===== src/rtl/tbec_pkg.sv =====
// Shared definitions for the TBEC (two-dimensional block error code) decoder:
// codeword field positions, single-bit syndrome columns and the decode helper.
package tbec_pkg;

    localparam int unsigned CW_W   = 32;
    localparam int unsigned DATA_W = 16;
    localparam int unsigned SYN_W  = 16;

    // Codeword field LSB positions: data rows, DI group, P group, X group
    localparam int unsigned DATA_LSB = 16;
    localparam int unsigned DI_LSB   = 12;
    localparam int unsigned P_LSB    = 8;
    localparam int unsigned X_LSB    = 0;

    // Syndrome column of each data bit, indexed by its out_data position
    localparam logic [SYN_W-1:0] SYN_COL [DATA_W-1:0] = '{
        16'h8880, 16'h2840, 16'h1180, 16'h4140,   // A1..A4
        16'h2820, 16'h8810, 16'h4120, 16'h1110,   // B1..B4
        16'h8208, 16'h2204, 16'h1408, 16'h4404,   // C1..C4
        16'h2202, 16'h8201, 16'h4402, 16'h1401    // D1..D4
    };

    typedef struct packed {
        logic [DATA_W-1:0] data;
        logic              corrected;
        logic              uncorrectable;
        logic [SYN_W-1:0]  syndrome;
    } tbec_result_t;

    // Row-major codeword data (A1,B1,C1,D1,A2,...) to column-major {A1..A4,...,D1..D4}
    function automatic logic [DATA_W-1:0] data_of(input logic [CW_W-1:0] cw);
        logic [DATA_W-1:0] d;
        d = '0;
        for (int l = 0; l < 4; l++) begin
            for (int r = 0; r < 4; r++) begin
                d[15 - 4*l - r] = cw[31 - 4*r - l];
            end
        end
        return d;
    endfunction

    function automatic tbec_result_t decode(input logic [CW_W-1:0] cw,
                                            input logic [SYN_W-1:0] syn);
        tbec_result_t res;
        logic         hit;
        logic         one_hot;
        res.data          = data_of(cw);
        res.syndrome      = syn;
        res.corrected     = 1'b0;
        res.uncorrectable = 1'b0;
        hit               = 1'b0;
        for (int i = 0; i < DATA_W; i++) begin
            if (syn == SYN_COL[i]) begin
                res.data[i] = ~res.data[i];
                hit         = 1'b1;
            end
        end
        one_hot = (syn != '0) && ((syn & (syn - SYN_W'(1))) == '0);
        if (hit || one_hot) begin
            res.corrected = 1'b1;
        end else if (syn != '0) begin
            res.uncorrectable = 1'b1;
        end
        return res;
    endfunction

endpackage


===== src/rtl/tbec_syndrome.sv =====
// Combinational TBEC syndrome: recomputed check bits XOR received check bits,
// in the codeword's own check-field bit order.
module tbec_syndrome
    import tbec_pkg::*;
(
    input  logic [31:0] codeword_i,
    output logic [15:0] syndrome_o
);

    logic [15:0] d;
    logic [15:0] chk;

    assign d = data_of(codeword_i);

    // d[15:12]=A1..A4, d[11:8]=B1..B4, d[7:4]=C1..C4, d[3:0]=D1..D4
    assign chk = {
        d[15] ^ d[10] ^ d[7]  ^ d[2],    // DI1
        d[12] ^ d[9]  ^ d[4]  ^ d[1],    // DI4
        d[14] ^ d[11] ^ d[6]  ^ d[3],    // DI2
        d[13] ^ d[8]  ^ d[5]  ^ d[0],    // DI3
        d[15] ^ d[14] ^ d[11] ^ d[10],   // P1
        d[5]  ^ d[4]  ^ d[1]  ^ d[0],    // P4
        d[7]  ^ d[6]  ^ d[3]  ^ d[2],    // P2
        d[13] ^ d[12] ^ d[9]  ^ d[8],    // P3
        d[15] ^ d[13], d[14] ^ d[12],
        d[11] ^ d[9],  d[10] ^ d[8],
        d[7]  ^ d[5],  d[6]  ^ d[4],
        d[3]  ^ d[1],  d[2]  ^ d[0]
    };

    assign syndrome_o = chk ^ codeword_i[15:0];

endmodule


===== src/rtl/tbec_decoder.sv =====
// Two-stage TBEC decoder with valid/ready handshakes and saturating
// corrected/uncorrectable event counters.
module tbec_decoder #(
    parameter int unsigned CNT_W = 16
) (
    input  logic             clk,
    input  logic             rst,
    input  logic             in_valid,
    output logic             in_ready,
    input  logic [31:0]      in_codeword,
    output logic             out_valid,
    input  logic             out_ready,
    output logic [15:0]      out_data,
    output logic             out_corrected,
    output logic             out_uncorrectable,
    output logic [15:0]      out_syndrome,
    input  logic             cnt_clear,
    output logic [CNT_W-1:0] corr_count,
    output logic [CNT_W-1:0] unc_count
);

    import tbec_pkg::*;

    logic             s1_valid_q;
    logic [31:0]      s1_cw_q;
    logic [15:0]      s1_syn_q;
    logic             s2_valid_q;
    tbec_result_t     s2_res_q;
    tbec_result_t     s2_res_d;
    logic [15:0]      syn;
    logic             s1_load;
    logic             s2_load;
    logic             out_hs;
    logic [CNT_W-1:0] corr_cnt_q, corr_cnt_d;
    logic [CNT_W-1:0] unc_cnt_q, unc_cnt_d;

    tbec_syndrome u_syndrome (
        .codeword_i (in_codeword),
        .syndrome_o (syn)
    );

    assign s2_load  = !s2_valid_q || out_ready;
    assign s1_load  = !s1_valid_q || s2_load;
    assign in_ready = s1_load;
    assign out_hs   = s2_valid_q && out_ready;
    assign s2_res_d = decode(s1_cw_q, s1_syn_q);

    always_comb begin
        corr_cnt_d = corr_cnt_q;
        unc_cnt_d  = unc_cnt_q;
        if (cnt_clear) begin
            corr_cnt_d = '0;
            unc_cnt_d  = '0;
        end else if (out_hs) begin
            if (s2_res_q.corrected && corr_cnt_q != '1) begin
                corr_cnt_d = corr_cnt_q + CNT_W'(1);
            end
            if (s2_res_q.uncorrectable && unc_cnt_q != '1) begin
                unc_cnt_d = unc_cnt_q + CNT_W'(1);
            end
        end
    end

    always_ff @(posedge clk) begin
        if (rst) begin
            s1_valid_q <= 1'b0;
            s1_cw_q    <= '0;
            s1_syn_q   <= '0;
            s2_valid_q <= 1'b0;
            s2_res_q   <= '0;
            corr_cnt_q <= '0;
            unc_cnt_q  <= '0;
        end else begin
            if (s1_load) begin
                s1_valid_q <= in_valid;
                if (in_valid) begin
                    s1_cw_q  <= in_codeword;
                    s1_syn_q <= syn;
                end
            end
            // Result fields only change when a new word enters S2, so they hold while stalled
            if (s2_load) begin
                s2_valid_q <= s1_valid_q;
                if (s1_valid_q) begin
                    s2_res_q <= s2_res_d;
                end
            end
            corr_cnt_q <= corr_cnt_d;
            unc_cnt_q  <= unc_cnt_d;
        end
    end

    assign out_valid         = s2_valid_q;
    assign out_data          = s2_res_q.data;
    assign out_corrected     = s2_res_q.corrected;
    assign out_uncorrectable = s2_res_q.uncorrectable;
    assign out_syndrome      = s2_res_q.syndrome;
    assign corr_count        = corr_cnt_q;
    assign unc_count         = unc_cnt_q;

endmodule


===== config.mk =====
export PLATFORM = sky130hd
export DESIGN_NAME = tbec_decoder
export DESIGN_NICKNAME = d
export VERILOG_FILES = /design/src/rtl/tbec_pkg.sv /design/src/rtl/tbec_syndrome.sv /design/src/rtl/tbec_decoder.sv
export SDC_FILE = /design/constraint.sdc
export NUM_CORES = 1
export LEC_CHECK = 0
export BUFFER_PORTS_ARGS = -buffer_cell sky130_fd_sc_hd__buf_2
export CORE_UTILIZATION = 51
export DETAILED_ROUTE_END_ITERATION = 6
export MAX_ROUTING_LAYER = met4
export PLACE_DENSITY = 0.75
export SYNTH_ARGS = -nofsm -noshare
export SYNTH_HDL_FRONTEND = slang
export SYNTH_SLANG_ARGS = --single-unit

===== constraint.sdc =====
create_clock -name clk -period 3.9 [get_ports clk]
set_clock_uncertainty 0.05 [all_clocks]
set_input_delay 0.78 -clock clk [delete_from_list [all_inputs] [get_ports clk]]
set_output_delay 0.78 -clock clk [all_outputs]
set_load 0.05 [all_outputs]

==> flow_summary.json <==
{
  "status": "completed",
  "path_clk_slew_ns": 0.10,
  "dr.pass1.iters": 4,
  "dieArea_um2": 10300,
  "grt_usage": 0.252,
  "power.net_switching_mw": 0.704,
  "power_switching_share": 0.306,
  "initialDrtViolationCount": 280,
  "final.min_clock_period_ns": 2.44,
  "synth_edf_count": 0,
  "cp_cell_sequence": "nand4_1, nor4_2, nor2_1, xnor2_1, nor2_1",
  "drtAntennaViolNets": 0,
  "synth_commonest_cells": "nand2_1 (118), dfxtp_1 (100), a21oi_1 (58), xnor2_1 (51), nor2_1 (48)",
  "cts_setup_buffers": 0,
  "maxCapViolations": 0,
  "postSynthAreaPerCell_um2": 8.00,
  "avgViaCountPerCell": 5.74,
  "power_density_nw_per_um2": 396,
  "yosys.area.top_type": "dfxtp_1",
  "async_flop_share": 0,
  "postCtsHoldBufs": 0,
  "comb_power_share": 0.185,
  "p_clk_frac": 0.315,
  "r2r_setup_slack_ns": 1.46,
  "synth_nets": 672,
  "cts_resized": 0,
  "synth_top_area_share": 0.395,
  "rsz0062_at_grt": "no",
  "synth.most_common_cell": "nand2_1",
  "antenna_found_initial": 0,
  "nets": 745,
  "dpl.hpwl_mm": 9.33,
  "fin_crit_sh": 0.626,
  "cts.path.max_buffers": 2,
  "cp_max_fo": 16,
  "hold_violations": 0,
  "globalplace.congestion": 0.905,
  "io_buffers": 104,
  "grt_pass1_wl_mm": 20.1,
  "cts_tree": "built",
  "drive_above_1_share": 0.184,
  "root_buffer": "clkbuf_8",
  "wl_per_cell_um": 14.9,
  "clock_latency_ns": 0.36,
  "ir_drop_uv": 213,
  "ys_seq_area_frac": 0.395,
  "p_leak_nw": 2.15,
  "synthToLayoutAreaGrowth_pct": 14.6,
  "diodes": 0,
  "vias": 4847,
  "slowest_stage": "nor4_2",
  "cts_made_buffers": 9,
  "endpoint_kind": "flop",
  "finalPower_mw": 2.30,
  "tightestPinTransition_ns": 1.24,
  "fp.dieW_um": 102,
  "crit_start": "unc_count[3]",
  "worst_setup_path_start_kind": "flop",
  "num_rows": 36,
  "cp.required_ns": 4.08,
  "r2r_cells": 5,
  "start_util": 0.523,
  "drc_errors": 0,
  "first_global_vias": 4265,
  "synth_cell_type_count": 54,
  "syn_inst": 633,
  "ys_ff_latch": 100,
  "r2r-end": "unc_count[0]",
  "reg2reg_from": "unc_count[3]",
  "critPathKind": "flop to flop",
  "report.final.slew_viol_count": 0,
  "p_int_mw": 1.59,
  "fmax_mhz": 410,
  "wirelength_mm": 12.6,
  "htree_num_levels": 3,
  "whs_path_depth": 2,
  "core_um2": 9680,
  "ys.flop_type": "dfxtp_1",
  "slew_headroom": 0.164,
  "p_seq_frac": 0.500,
  "setup_tns_ns": 0,
  "grt_max_degree": 51,
  "report.final.setup_viol": 0,
  "fp.dieH_um": 102,
  "crit_end": "unc_count[0]",
  "netlist_area_um2": 5070,
  "crit_top_cell": "nor2_1",
  "synthTopCellsByArea": "dfxtp_1 (40%), xnor2_1 (8.8%), nand2_1 (8.7%)",
  "grt_overflow": 0,
  "yosysWarnings": 0,
  "critPathArrivalTime_ns": 2.62,
  "max_stage_delay_ns": 1.10,
  "cts.sinks": 100,
  "pin_count": 105,
  "min_path_type": "flop to flop"
}
state kept, by name, summed over array words and instances (netlist names), 16 cells and up:
name	cells
corr_count	16
out_data	16
out_syndrome	16
s1_cw_q	16
s1_syn_q	16
unc_count	16
cell type report:
class                           instances  area, µm²
Clock buffer                           11        131
Clock inverter                          5       85.1
Fill cell                             905       3880
Inverter                                7       26.3
Multi-Input combinational cell        482       2860
Sequential cell                       100       2000
Tap cell                              133        166
Timing Repair Buffer                  106        536
power groups by stage:
| stage | clock network [mW] | registers (mW) | logic [mW] |
|---|---|---|---|
| after floorplan | 0 | 1.18 | 0.303 |
| after global placement | 0 | 1.17 | 0.414 |
| after detailed placement | 0 | 1.17 | 0.425 |
| after CTS | 0.738 | 1.15 | 0.426 |
| after global routing | 0.781 | 1.16 | 0.465 |
| final | 0.723 | 1.15 | 0.426 |
worst max-delay path, delay by kind of cell, from the launching register on:
family | cells | cell delay [ns]
simple gates | 4 | 1.61
flops | 1 | 0.45
xor+xnor | 1 | 0.21
kinds of logic (layout without fill, tap and decap cells):
kind of cell	count (synthesis)	in the layout	share of synthesized area
muxes	1	1	0.00198
xor gates and xnor gates	68	68	0.118
AOI/OAI and AO/OA	123	123	0.153
and+or+nand+nor	287	287	0.283
adders and majority gates	3	3	0.00691
buffers and inverters	51	129	0.0420
DFF	100	100	0.395
how the worst min path moves through the flow:
stage	start	to	slack (ns)
2_1_floorplan	s1_cw_q[16]	s1_cw_q[16]	0.39
3_3_place_gp	out_syndrome[13]	out_syndrome[13]	0.39
3_5_place_dp	out_syndrome[2]	out_syndrome[2]	0.39
4_1_cts	out_syndrome[2]	out_syndrome[2]	0.41
5_1_grt	out_syndrome[13]	out_syndrome[13]	0.44
6_report	out_syndrome[2]	out_syndrome[2]	0.41
routing by layer:
layer  vias to the layer above  track usage  part of all wire
met3                        14       0.0386             0.064
met4                         0       0.0546            0.0081
met2                       184        0.422              0.48
met5                         -            -                 0
met1                      2272        0.321              0.45
li1                       2377            -                 -
stage by stage:
| step | setup WS, ns | cell area [µm²] | hold slack [ns] | cells | utilization |
|---|---|---|---|---|---|
| 4_1_cts | 1.49 | 5800 | 0.408 | 844 | 0.599 |
| 3_5_place_dp | 1.44 | 5590 | 0.395 | 828 | 0.577 |
| 6_report | 1.46 | 5800 | 0.412 | 844 | 0.599 |
| 5_1_grt | 1.17 | 5800 | 0.436 | 844 | 0.599 |
| 3_3_place_gp | 1.48 | 5590 | 0.394 | 828 | 0.577 |
| 2_1_floorplan | 1.51 | 5070 | 0.391 | 633 | - |
layout by cell type, fill, tap and decap left out, types with 6 or more instances in the layout:
cell type / instances
inv_1: 7
o31ai_1: 6
nand4b_1: 6
nor2_1: 48
or3_1: 21
a311oi_1: 12
xnor2_1: 51
a21oi_1: 58
dfxtp_1: 100
nor4_1: 14
or4_1: 8
nand4_1: 9
and3_1: 7
o21ai_0: 22
a211oi_1: 6
nand2_1: 118
nand3_1: 18
xor2_1: 17
nor4b_1: 12
clkbuf_8: 9
buf_2: 104
Note: power is estimated with default switching activity, not from simulation.
